==> config.mk <==
export PLATFORM = sky130hd
export DESIGN_NAME = bcd_convert_seq
export DESIGN_NICKNAME = d
export VERILOG_FILES = /design/src/rtl/bcd_convert_seq_pkg.sv /design/src/rtl/bcd_dabble_digit.sv /design/src/rtl/bcd_convert_seq.sv
export SDC_FILE = /design/constraint.sdc
export NUM_CORES = 1
export LEC_CHECK = 0
export BUFFER_PORTS_ARGS = -buffer_cell sky130_fd_sc_hd__buf_2
export CORE_MARGIN = 5
export CORE_UTILIZATION = 41
export CTS_CLUSTER_SIZE = 40
export DETAILED_ROUTE_END_ITERATION = 6
export HOLD_SLACK_MARGIN = 0.02
export PLACE_DENSITY = 0.65
export SYNTH_ARGS = -nofsm -noshare
export SYNTH_HDL_FRONTEND = slang
export SYNTH_SLANG_ARGS = --single-unit
==> constraint.sdc <==
create_clock -name clk -period 3.22 [get_ports clk]
set_clock_uncertainty 0.1 [all_clocks]
set_input_delay 0.322 -clock clk [delete_from_list [all_inputs] [get_ports clk]]
set_output_delay 0.322 -clock clk [all_outputs]
set_load 0.02 [all_outputs]
==> src/rtl/bcd_convert_seq_pkg.sv <==
// Shared types and constants for the sequential binary-to-BCD converter.
package bcd_convert_seq_pkg;

  localparam int unsigned BCD_DIGIT_W = 4;

  typedef enum logic [1:0] {
    ST_IDLE  = 2'd0,
    ST_SHIFT = 2'd1,
    ST_DONE  = 2'd2
  } state_e;

  // Counter must hold the value WIDTH itself, hence the extra bit.
  function automatic int unsigned cnt_width(input int unsigned w);
    return $clog2(w) + 1;
  endfunction

endpackage

==> src/rtl/bcd_dabble_digit.sv <==
// One double-dabble correction cell: a BCD digit of 5 or more gets 3 added before the shift.
module bcd_dabble_digit
  import bcd_convert_seq_pkg::*;
(
  input  logic [BCD_DIGIT_W-1:0] din,
  output logic [BCD_DIGIT_W-1:0] dout_c
);

  always_comb begin
    dout_c = din;
    if (din >= BCD_DIGIT_W'(5)) begin
      dout_c = din + BCD_DIGIT_W'(3);
    end
  end

endmodule

==> src/rtl/bcd_convert_seq.sv <==
// Iterative signed/unsigned binary-to-BCD converter, one input bit per clock,
// with start/done handshake, sign extraction and range-overflow detection.
module bcd_convert_seq
  import bcd_convert_seq_pkg::*;
#(
  parameter int unsigned WIDTH  = 8,
  parameter int unsigned DIGITS = 3
) (
  input  logic                          clk,
  input  logic                          rst,
  input  logic                          start,
  input  logic                          signed_mode,
  input  logic [WIDTH-1:0]              bin_in,
  output logic                          busy,
  output logic                          done,
  output logic [BCD_DIGIT_W*DIGITS-1:0] bcd_out,
  output logic                          neg,
  output logic                          ovf
);

  localparam int unsigned ACC_W = BCD_DIGIT_W * DIGITS;
  localparam int unsigned CNT_W = cnt_width(WIDTH);

  state_e             state_q, state_d;
  logic [ACC_W-1:0]   acc_q, acc_d;
  logic [WIDTH-1:0]   mag_q, mag_d;
  logic [CNT_W-1:0]   cnt_q, cnt_d;
  logic               sign_q, sign_d;
  logic               ovf_acc_q, ovf_acc_d;
  logic               busy_q, busy_d;
  logic               done_q, done_d;
  logic [ACC_W-1:0]   bcd_q, bcd_d;
  logic               neg_q, neg_d;
  logic               ovf_q, ovf_d;

  logic [ACC_W-1:0]   acc_adj_c;
  logic               sign_c;

  // Add-3 correction on every digit, ahead of this cycle's shift.
  for (genvar gi = 0; gi < DIGITS; gi++) begin : g_digit
    bcd_dabble_digit u_digit (
      .din    (acc_q[gi*BCD_DIGIT_W +: BCD_DIGIT_W]),
      .dout_c (acc_adj_c[gi*BCD_DIGIT_W +: BCD_DIGIT_W])
    );
  end

  assign sign_c = signed_mode & bin_in[WIDTH-1];

  // Next-state, datapath and output register logic.
  always_comb begin
    state_d   = state_q;
    acc_d     = acc_q;
    mag_d     = mag_q;
    cnt_d     = cnt_q;
    sign_d    = sign_q;
    ovf_acc_d = ovf_acc_q;
    done_d    = 1'b0;
    bcd_d     = bcd_q;
    neg_d     = neg_q;
    ovf_d     = ovf_q;
    // busy lags the state by one cycle, so it stays high through the done cycle.
    busy_d    = (state_q != ST_IDLE);

    unique case (state_q)
      ST_IDLE: begin
        if (start) begin
          sign_d    = sign_c;
          mag_d     = sign_c ? WIDTH'(~bin_in + WIDTH'(1)) : bin_in;
          acc_d     = '0;
          ovf_acc_d = 1'b0;
          cnt_d     = '0;
          state_d   = ST_SHIFT;
        end
      end
      ST_SHIFT: begin
        acc_d     = {acc_adj_c[ACC_W-2:0], mag_q[WIDTH-1]};
        mag_d     = {mag_q[WIDTH-2:0], 1'b0};
        ovf_acc_d = ovf_acc_q | acc_adj_c[ACC_W-1];
        cnt_d     = cnt_q + CNT_W'(1);
        if (cnt_q == CNT_W'(WIDTH - 1)) begin
          state_d = ST_DONE;
        end
      end
      ST_DONE: begin
        bcd_d   = acc_q;
        neg_d   = sign_q;
        ovf_d   = ovf_acc_q;
        done_d  = 1'b1;
        state_d = ST_IDLE;
      end
      default: begin
        state_d = ST_IDLE;
      end
    endcase
  end

  always_ff @(posedge clk) begin
    if (rst) begin
      state_q   <= ST_IDLE;
      acc_q     <= '0;
      mag_q     <= '0;
      cnt_q     <= '0;
      sign_q    <= 1'b0;
      ovf_acc_q <= 1'b0;
      busy_q    <= 1'b0;
      done_q    <= 1'b0;
      bcd_q     <= '0;
      neg_q     <= 1'b0;
      ovf_q     <= 1'b0;
    end else begin
      state_q   <= state_d;
      acc_q     <= acc_d;
      mag_q     <= mag_d;
      cnt_q     <= cnt_d;
      sign_q    <= sign_d;
      ovf_acc_q <= ovf_acc_d;
      busy_q    <= busy_d;
      done_q    <= done_d;
      bcd_q     <= bcd_d;
      neg_q     <= neg_d;
      ovf_q     <= ovf_d;
    end
  end

  assign busy    = busy_q;
  assign done    = done_q;
  assign bcd_out = bcd_q;
  assign neg     = neg_q;
  assign ovf     = ovf_q;

endmodule

== Word-level counts from Yosys, hierarchy flattened ==
Index checks and enable logic that the tools add are counted.
Storage, ports and cells
  output and inout port bits: 16
  register bits after elaboration: 44
  word-level logic and storage cells: 49
  bits of input ports: 12
Cells by class
  $lt $le $gt $ge: 3
  equal/unequal tests: 5
  multiplexer cells: 16
  add/sub/neg operators: 5
  reduce and logical (&&, ||, !) cells: 6
  bitwise logic cells: 3
Operator list (count)
  case mux 12 bit (2 select lines): 1
  two-way mux 4 bit: 4
  two-way mux 8 bit: 2
  case mux 8 bit (2 select lines): 1
  adder 4 x 2 -> 4 bit (second input constant): 3
  greater-or-equal comparator 4 x 3 -> 1 bit (second input constant): 3
  two-way mux 12 bit: 1
  adder 8 x 1 -> 8 bit (second input constant): 1
  inverter 8 bit: 1
  case mux 4 bit (2 select lines): 1
  AND reduction 2 bit: 3
  adder 4 x 1 -> 4 bit (second input constant): 1
  equality test 4 x 3 -> 1 bit (second input constant): 1
  two-way mux 2 bit: 2
  != test 2 bit (second input constant): 2
  case mux 2 bit (2 select lines): 1
  nonzero test 2 bit: 2
  equality test 2 x 1 -> 1 bit (second input constant): 1
  equality test 2 bit (second input constant): 1
  zero test 2 bit: 1
  two-way mux 1 bit: 2
  case mux 1 bit (2 select lines): 1
  bitwise AND 1 bit: 1
  OR 1 bit: 1

== Logic depth before layout (Yosys ltp) ==
Gate-level depths: netlist (run 1).
  depth after elaboration: 5
  depth in mapped cells: 6
  gate-level depth less buffers: 6

== By module ==
From an unflattened synthesis (run 1), not the netlist that was laid out.
Unflattened totals
  cells, all modules: 236
  area total of the unflattened synthesis: 2044.5 µm²
Modules (own cells, without submodules)
  bcd_convert_seq: times used 1, seq. area each 880.8 µm², cells an instance 188, area each 1740.4 µm²
  bcd_dabble_digit: times used 3, seq. area each 0.0 µm², cells an instance 16, area each 101.3 µm²

== Worst setup path before layout (run 1) ==
Ideal clock, no wire load.
  path kind: reg2reg
  start: register acc_q[1]
  end: register acc_q[2]
  arrival: 1.232 ns
  cell stages (with the launch flop): 7
  path slack: 1.771 ns
  setup time: 0.117 ns
  data required time: 3.003 ns
  buffers on the path: 0
  period minus slack after synthesis: 1.449 ns
  cells stage by stage: dfxtp_1 inv_1 ha_1 nand2b_1 a21oi_1 mux2i_1 a22o_1
Between the ends
  word-level cells in the longest chain between the ends: 3
  elaborated cells on any way between the ends: 4
  classes of those cells: add/sub (1); order compare (1); mux (2)
Ends and longest elaborated chain
  from (decl): RTL line bcd_convert_seq.sv:25  | logic [ACC_W-1:0] acc_q, acc_d;
  from (signal assigned): RTL line bcd_convert_seq.sv:100  | acc_q <= '0;
  from (signal assigned): RTL line bcd_convert_seq.sv:112  | acc_q <= acc_d;
  adder 4 x 2 -> 4 bit / greater-or-equal comparator 4 x 3 -> 1 bit (equally long branches): RTL line bcd_dabble_digit.sv:12, bcd_dabble_digit.sv:11
  two-way mux 4 bit *: RTL line bcd_dabble_digit.sv:11  | if (din >= BCD_DIGIT_W'(5)) begin
  case mux 12 bit (2 select lines) *: RTL line bcd_convert_seq.sv:64  | unique case (state_q)
Mark *: on every way between the ends. The rest lies on a longest branch, timed or not.
A chain may end at the register's enable or synchronous reset.

== Worst setup path in the final report (run 1) ==
  start: register state_q[1]
  end: register bcd_q[11], in the netlist bcd_out[11]
Between the ends
  word-level cells in the longest chain between the ends: 1
Ends and longest elaborated chain
  from (decl): RTL line bcd_convert_seq.sv:24  | state_e state_q, state_d;
  from (signal assigned): RTL line bcd_convert_seq.sv:111  | state_q <= state_d;
  equality test 2 bit: RTL line bcd_convert_seq.sv:64
  to (signal assigned): RTL line bcd_convert_seq.sv:107  | bcd_q <= '0;
  to (signal assigned): RTL line bcd_convert_seq.sv:119  | bcd_q <= bcd_d;
  to (decl): RTL line bcd_convert_seq.sv:32  | logic [ACC_W-1:0] bcd_q, bcd_d;
Every way passes these cells.

==> run_results.csv, run 1 <==
group,metric,value,unit
outcome,outcome,"finished, final reports clean",
cts,clock-root-buffer,"clkbuf_8",
floorplanning,core-area,4692,µm²
sta,setup_violations,0,
worst_setup_path,crit_slowest_cell,"nor2b_1",
floorplanning,die_w,79.26,µm
route,dr.first_iter.drc_count,90,
cts,postCtsHoldBufs,0,
worst_setup_path,r2r_start,"state_q[1]",
logic_synthesis,synth_xor_area_frac,0.04898,
route,num_vias,1636,
place,numPortBuffers,27,
pwr,internal_power,0.0008118,W
worst_setup_path,worstSetupEndpointType,"flip-flop",
pwr,p_sw,0.0002409,W
logic_synthesis,syn_area,1967,µm²
final_layout,area_growth,13.30,%
logic_synthesis,synth_top_family_by_area,"simple AND/OR/NAND/NOR gates",
sta,max_freq,615.4,MHz
pwr,pwr-share-seq,0.538,
route,drc,0,
sta,worst_pin_slew,0.9264,ns
sta,final_hold_viol_count,0,
cts,clock_latency,0.29,ns
logic_synthesis,synth_compound_area_frac,0.1883,
sta,drv_slew,0,
global_route,overflow,0,
cts,cts_setup_buffers,0,
global_route,grt_max_degree,42,
pwr,p_total,0.001053,W
final_layout,fin_area,2228,µm²
final_layout,multiInputGateArea,1008,µm²
worst_setup_path,worstPathCellList,"nor2b_1 > nand2_1 > a21oi_1",
pwr,clkPwrFrac,0.377,
hold_path,min-delay-start,"bin_in[0]",
logic_synthesis,yosysSeqAreaShare,0.4478,
cts,cts_sinks,44,
cts,path_clk_slew,0.08,ns
sta,period_minus_slack,1.625,ns
logic_synthesis,synth.avg_cell_area,8.589,µm²
sta,slew_headroom,0.3812,
sta,fin_setup_tns,0,ns
hold_path,min_path_type,"in2reg",
global_route,antenna_found_initial,0,
final_layout,drive_gt1_frac,0.1581,
final_layout,layout_common_cells,"dfxtp_1, nand2_1, a21oi_1",
route,first_pass_iters,4,
job,max_cap_viol_count,0,
floorplanning,start_util,0.4192,
logic_synthesis,synthCells,229,
worst_setup_path,r2r_end,"bcd_out[11]",
worst_setup_path,start_kind,"flip-flop",
pwr,vdd_drop_max,0.2226,mV
cts,cts_tree,"yes",
sta,period_share,0.5046,
global_route,grt_usage,0.1475,
place,place_congestion,0.7379,
pwr,p_leak,0.8715,nW
logic_synthesis,synthAdderAreaFrac,0.05089,
logic_synthesis,synth_cell_types,37,
cts,htreeDepth,2,
worst_setup_path,cpPeakStageDelay,0.76,ns
global_route,grt_pass1_vias,1619,
logic_synthesis,synth-simple-area-share,0.1978,
final_layout,nets,274,
worst_setup_path,critical_path_class,"reg2reg",
route,post_drt_wl_per_cell,13.65,µm
logic_synthesis,synth_fp_nets,249,
place,dp_hpwl,2.901,mm
global_route,grt_pass1_wl,7.320,mm
floorplanning,ioPinCount,28,
sta,rsz0062_at_grt,"false",
final_layout,seq_area,880.8,µm²
cts,cts_buffer_depth,2,
place,placed_area,2130,µm²
hold_path,min_path_cells,3,
cts,postCtsResizedCells,0,
pwr,netSwitchingFraction,0.2289,
logic_synthesis,yosys_warnings,0,
worst_setup_path,reg2regPathDepth,3,
logic_synthesis,synth-seq-cells,44,
hold_path,whs_endpoint,"mag_q[0]",
floorplanning,dieArea,6282,µm²
route,totalWireLength,4.191,mm
pwr,p_comb_frac,0.086,
cts,cts_inserted_buffers,5,
worst_setup_path,cp.required,3.33,ns
route,detail-route-antenna-nets,0,
logic_synthesis,synth.area.mux_share,0.02672,
worst_setup_path,arrival,1.74,ns
worst_setup_path,regToRegSetupSlack,1.60,ns
route,via_per_inst,5.329,
pwr,power_density,472.4,nW/µm²
sta,holdWs,0.2160,ns
floorplanning,rows,25,
floorplanning,die_y,79.26,µm
final_layout,fill_cells,466,
final_layout,num_antenna_cells,0,
final_layout,final_common_cell,"dfxtp_1",
worst_setup_path,cp_max_fo,14,
## synth_stat cells, drive strengths merged
master | n | area share
ha | 8 | 0.051
o21ai | 8 | 0.020
a22o | 6 | 0.027
mux2 | 2 | 0.011
xor2 | 4 | 0.018
o311ai | 1 | 0.0045
or2 | 1 | 0.0045
and2 | 2 | 0.0064
a31oi | 1 | 0.0032
nor2 | 15 | 0.029
a222oi | 2 | 0.010
nor2b | 2 | 0.0064
buf | 4 | 0.013
nand4 | 1 | 0.0032
xnor2 | 7 | 0.031
or4 | 1 | 0.0057
or3b | 1 | 0.0045
nand3b | 1 | 0.0038
nand2b | 5 | 0.016
a22oi | 5 | 0.019
or3 | 2 | 0.0064
o21bai | 2 | 0.0095
o22ai | 4 | 0.013
nor3b | 1 | 0.0038
inv | 8 | 0.015
and2b | 1 | 0.0038
dfxtp | 44 | 0.45
a21oi | 29 | 0.074
o41ai | 1 | 0.0083
nand3 | 7 | 0.018
mux2i | 3 | 0.015
nand2 | 39 | 0.074
nor3 | 5 | 0.013
clkbuf | 6 | 0.011
## worst max-delay path, delay by kind of cell, from the launching register on
kind / cells / cell delay [ns]
compound gates: 1 / 0.17
simple gates: 2 / 0.87
flops: 1 / 0.40
## cell families after synthesis
| group | after synthesis |
|---|---|
| AOI/OAI and AO/OA | 59 |
| muxes | 5 |
| buffers and inverters | 18 |
| and+or+nand+nor | 84 |
| DFF | 44 |
| adders and majority gates | 8 |
| xor gates and xnor gates | 11 |
## state kept, by name (all words and copies together) (netlist names), 2 cells and up
name / cells
acc_q: 12
bcd_out: 12
cnt_q: 4
mag_q: 8
state_q: 2
## per-stage QoR
stage / std cells / worst slack (ns) / util
CTS: 307 / 1.549 / 0.4749
finish: 307 / 1.595 / 0.4749
global placement: 301 / 1.574 / 0.4539
global route: 307 / 1.389 / 0.4749
floorplan: 229 / 1.771 / -
detailed placement: 301 / 1.551 / 0.4539
## power by group through the flow
stage	Combinational, W	Sequential, W	Clock (W)
after global placement	0.0000890	0.000578	0
after CTS	0.0000910	0.000566	0.000410
after global routing	0.000102	0.000568	0.000430
final	0.0000902	0.000566	0.000397
after detailed placement	0.0000907	0.000578	0
after floorplan	0.0000635	0.000577	0
## metal layers
metal / GRT usage / vias up / wire length (µm)
li1: - / 842 / -
met1: 0.1812 / 758 / 2053
met2: 0.2424 / 31 / 1889
met3: 0.04308 / 5 / 183
met4: 0.05670 / 0 / 65
met5: 0 / - / 0
## worst max-delay path by stage
stage                           from          end  slack, ns  depth (start not counted)
after floorplan             acc_q[1]     acc_q[2]       1.77                          6
after global placement    state_q[1]   bcd_out[3]       1.57                          3
after detailed placement  state_q[1]  bcd_out[11]       1.55                          3
after CTS                 state_q[1]  bcd_out[11]       1.55                          3
after global routing      state_q[1]          neg       1.39                          3
final                     state_q[1]  bcd_out[11]       1.60                          3
## layout make-up
| class | instances | share of cell area |
|---|---|---|
| Timing Repair Buffer | 28 | 0.06401 |
| Clock buffer | 5 | 0.03088 |
| Tap cell | 54 | 0.03032 |
| Inverter | 8 | 0.01348 |
| Sequential cell | 44 | 0.3953 |
| Multi-Input combinational cell | 167 | 0.4526 |
| Clock inverter | 1 | 0.01348 |
(Power assumes the default switching activity.)
==> run 2, diff against run 1 <==
clock period = 1.5 ns   (was 3.22 ns; I/O delays follow)
==> run_results.csv, run 2 (synthesis gave the netlist of run 1 again) <==
group,metric,value,unit
global_route,grt_pass1_vias,1607,
global_route,antenna_found_initial,0,
sta,worst_pin_slew,0.5166,ns
pwr,netSwitchingFraction,0.2430,
worst_setup_path,critPathBufInv,1,
pwr,internal_power,0.001611,W
pwr,p_total,0.002128,W
place,dp_cells,323,
pwr,clkPwrFrac,0.322,
route,detail-route-antenna-nets,0,
sta,max_freq,700.5,MHz
pwr,pwr-share-seq,0.571,
place,place_congestion,0.7913,
sta,period_share,0.9516,
route,via_per_inst,5.142,
job,max_cap_viol_count,0,
worst_setup_path,arrival,1.55,ns
pwr,p_comb_frac,0.107,
global_route,grt_util_met3,0.03401,
final_layout,nets,296,
sta,holdWs,0.03214,ns
cts,postCtsHoldBufs,0,
sta,setup_violations,0,
worst_setup_path,cp.required,1.62,ns
pwr,p_leak,0.9842,nW
route,dr.first_iter.drc_count,74,
floorplanning,rows,25,
final_layout,area_growth,24.36,%
route,totalWireLength,4.266,mm
cts,clock-root-buffer,"clkbuf_8",
cts,cts_sinks,44,
global_route,grt_usage,0.1463,
global_route,globalRouteMet1Util,0.1907,
hold_path,min_path_type,"in2reg",
final_layout,seq_area,888.4,µm²
route,first_pass_iters,4,
global_route,grt_max_degree,23,
floorplanning,ioPinCount,28,
floorplanning,core-area,4692,µm²
worst_setup_path,regToRegSetupSlack,0.07,ns
place,numPortBuffers,27,
final_layout,num_antenna_cells,0,
final_layout,layout_common_cells,"nand2_1, dfxtp_1, buf_2",
route,drc,0,
pwr,p_sw,0.0005170,W
sta,period_minus_slack,1.427,ns
pwr,vdd_drop_max,0.6676,mV
final_layout,final_common_cell,"nand2_1",
worst_setup_path,cpPeakStageDelay,0.42,ns
cts,cts_tree,"yes",
cts,cts_setup_buffers,0,
route,post_drt_wl_per_cell,12.93,µm
floorplanning,die_w,79.26,µm
sta,final_hold_viol_count,0,
outcome,outcome,"finished, final reports clean",
worst_setup_path,cp_max_fo,7,
sta,drv_slew,0,
final_layout,utilization,0.5213,
pwr,power_density,869.9,nW/µm²
floorplanning,die_y,79.26,µm
global_route,overflow,0,
global_route,top_usage_layer,"met2",
sta,slew_headroom,0.6549,
route,num_vias,1697,
cts,cts_buffer_depth,2,
cts,path_clk_slew,0.08,ns
global_route,use_met2,0.2441,
final_layout,fill_cells,454,
sta,fin_setup_tns,0,ns
final_layout,drive_gt1_frac,0.2935,
cts,clock_latency,0.29,ns
floorplanning,dieArea,6282,µm²
place,dp_hpwl,3.147,mm
global_route,grt_pass1_wl,7.348,mm
floorplanning,start_util,0.4192,
worst_setup_path,crit_slowest_cell,"or3b_4",
worst_setup_path,worstSetupEndpointType,"flip-flop",
worst_setup_path,crit_family,"simple AND/OR/NAND/NOR gates",
cts,htreeDepth,2,
final_layout,fin_cells,330,
worst_setup_path,critical_path_class,"reg2reg",
final_layout,multiInputGateArea,1075,µm²
cts,cts_inserted_buffers,5,
worst_setup_path,worstPathCellList,"or3b_4 > buf_4 > nor2_1 > nand3_1 > o21ai_0",
worst_setup_path,start_kind,"flip-flop",
[run 2: cell type report]
type | instances | share of cell area
well taps | 54 | 0.02762
inverters | 8 | 0.01228
clock buffers | 6 | 0.02967
clock inverters | 1 | 0.002046
flip-flops and latches | 44 | 0.3632
repair buffers | 50 | 0.1258
multi-input cells | 167 | 0.4394
[run 2: metal layers]
layer | routed length [µm] | vias to the layer above
li1 | - | 888
met1 | 2023 | 778
met5 | 0 | -
met4 | 36 | 0
met2 | 2037 | 27
met3 | 168 | 4
[run 2: final timing paths]
path | from | end | cells past startpoint
hold reg to reg | ovf | ovf | 2
setup / recovery | state_q[0] | mag_q[7] | 5
hold / removal | bin_in[0] | mag_q[0] | 3
setup reg to reg | state_q[0] | mag_q[7] | 5
[run 2: worst min-delay path, cell delays in order]
cell	delay, ns
buf_2	0.12
nand2_1	0.05
a21oi_1	0.05
[run 2: stage by stage]
stage,worst slack [ns],area [µm²]
2_1_floorplan,0.05147,1967
3_3_place_gp,0.01279,2295
3_5_place_dp,-0.02915,2295
4_1_cts,0.02277,2384
5_1_grt,-0.002938,2446
6_report,0.07254,2446
[run 2: power groups by stage]
stage	combinational, W	sequential [W]	clock, W
3_3_place_gp	0.000223	0.00124	0
2_1_floorplan	0.000136	0.00124	0
4_1_cts	0.000227	0.00121	0.000720
6_report	0.000228	0.00122	0.000684
5_1_grt	0.000254	0.00122	0.000765
3_5_place_dp	0.000226	0.00124	0
[run 2: repair_timing]
item | in CTS | in global routing
pin swaps | 0 | 5
endpoints found under the setup margin | 6 | 11
gates resized for setup | 3 | 20
==> run 3, diff against run 2 <==
CORE_UTILIZATION = 56   (was 41)
PLACE_DENSITY = 0.83   (was 0.65)
==> run_results.csv, run 3 (synthesis gave the netlist of run 1 again) <==
group,metric,value,unit
final_layout,multiInputGateArea,1069,µm²
cts,clock_latency,0.37,ns
sta,final_hold_viol_count,0,
sta,period_minus_slack,1.463,ns
sta,worst_pin_slew,0.4366,ns
route,via_per_inst,5.498,
sta,rsz0062_at_grt,"true",
route,drc,0,
cts,cts_sinks,44,
global_route,grt_pass1_wl,7.596,mm
final_layout,num_antenna_cells,0,
worst_setup_path,critical_path_class,"reg2reg",
sta,setup_violations,0,
route,num_vias,1776,
place,dp_hpwl,3.047,mm
final_layout,nets,296,
worst_setup_path,start_kind,"flip-flop",
global_route,overflow,0,
route,detail-route-antenna-nets,0,
global_route,grt_pass1_vias,1724,
place,dp_cells,313,
cts,cts_tree,"yes",
cts,clock-root-buffer,"clkbuf_4",
floorplanning,die_w,69.27,µm
hold_path,min_path_type,"in2reg",
final_layout,seq_area,892.1,µm²
worst_setup_path,crit_slowest_cell,"or3b_1",
worst_setup_path,worstPathCellList,"or3b_1 > buf_4 > nor2_1 > nand3_1 > o21ai_0",
cts,path_clk_slew,0.12,ns
floorplanning,core-area,3363,µm²
floorplanning,rows,21,
floorplanning,ioPinCount,28,
final_layout,utilization,0.7288,
final_layout,fill_cells,280,
outcome,outcome,"finished, final reports clean",
floorplanning,die_y,69.27,µm
final_layout,area_growth,24.62,%
worst_setup_path,cp.required,1.70,ns
final_layout,fin_cells,323,
cts,cts_buffer_depth,2,
cts,cts_setup_buffers,0,
place,numPortBuffers,27,
job,max_cap_viol_count,0,
route,post_drt_wl_per_cell,13.67,µm
global_route,grt_usage,0.1911,
worst_setup_path,cpPeakStageDelay,0.47,ns
route,dr.first_iter.drc_count,103,
floorplanning,dieArea,4798,µm²
floorplanning,start_util,0.5848,
pwr,vdd_drop_max,0.7276,mV
cts,htreeDepth,2,
pwr,p_leak,0.9881,nW
final_layout,layout_common_cells,"nand2_1, dfxtp_1, buf_2",
final_layout,final_common_cell,"nand2_1",
route,first_pass_iters,4,
sta,drv_slew,0,
cts,cts_inserted_buffers,5,
sta,max_freq,683.6,MHz
global_route,antenna_found_initial,0,
sta,period_share,0.9753,
sta,slew_headroom,0.7083,
route,totalWireLength,4.415,mm
final_layout,drive_gt1_frac,0.3032,
worst_setup_path,worstSetupEndpointType,"flip-flop",
place,place_congestion,0.8600,
worst_setup_path,arrival,1.67,ns
pwr,power_density,919.6,nW/µm²
global_route,grt_max_degree,18,
worst_setup_path,cp_max_fo,7,
run 3: cell types whose count changed in the layout (fill, tap and decap cells not counted), sizes merged:
cell and delta:
buf -2, dlygate4sd3 +2, bufinv +1
run 3: final timing paths:
| check | endpoint | cells past startpoint | startpoint | slack [ns] |
|---|---|---|---|---|
| worst max-delay path | mag_q[7] | 5 | state_q[0] | 0.04 |
| worst min-delay path | mag_q[7] | 4 | signed_mode | 0.02 |
| worst max register to register | mag_q[7] | 5 | state_q[0] | 0.04 |
| worst min register to register | bcd_out[3] | 2 | bcd_out[3] | 0.36 |
run 3: metrics by stage:
step	cell area (µm²)	total power, W	setup WS (ns)	setup TNS [ns]	hold slack [ns]
global placement	2270	0.001466	0.02826	0	0.3176
detailed placement	2270	0.001470	-0.04487	-0.08448	0.3149
finish	2451	0.002254	0.03707	0	0.02454
floorplan	1967	0.001376	0.05147	0	0.1804
CTS	2391	0.002251	0.01249	0	0.02042
global route	2451	0.002344	-0.03418	-0.1024	0.03490
run 3: area by class of cell:
cell class | instances | share of cell area
sequential | 44 | 0.3640
tap | 46 | 0.02348
inverter | 8 | 0.01225
multi-input combinational | 167 | 0.4359
clock buffer | 6 | 0.02093
timing repair buffer | 50 | 0.1276
clock inverter | 2 | 0.01582
run 3: report_power, final:
part	switching (W)	leakage [nW]	internal, W	total (W)
logic	0.000133	0.579	0.000105	0.000238
clock network	0.000401	0.0484	0.000399	0.000800
registers	0.0000187	0.361	0.00120	0.00122
run 3: timing repair:
action,4_1_cts,5_1_grt
pin swaps,0,5
resized for setup,3,22
endpoints found under the setup margin,7,15
endpoints found under the hold margin,2,0
hold buffers,2,0
run 3: critical path: cells and delay by family (launching register included):
| family | cells | cell delay, ns |
|---|---|---|
| buf+inv | 1 | 0.20 |
| simple gates | 3 | 0.65 |
| flops | 1 | 0.38 |
| compound gates | 1 | 0.08 |
run 3: metal layers:
metal,vias up,track usage,routed length (µm)
li1,890,-,-
met1,831,0.2184,1875
met2,44,0.3379,2233
met3,11,0.03913,192
met4,0,0.08894,113
met5,-,0,0
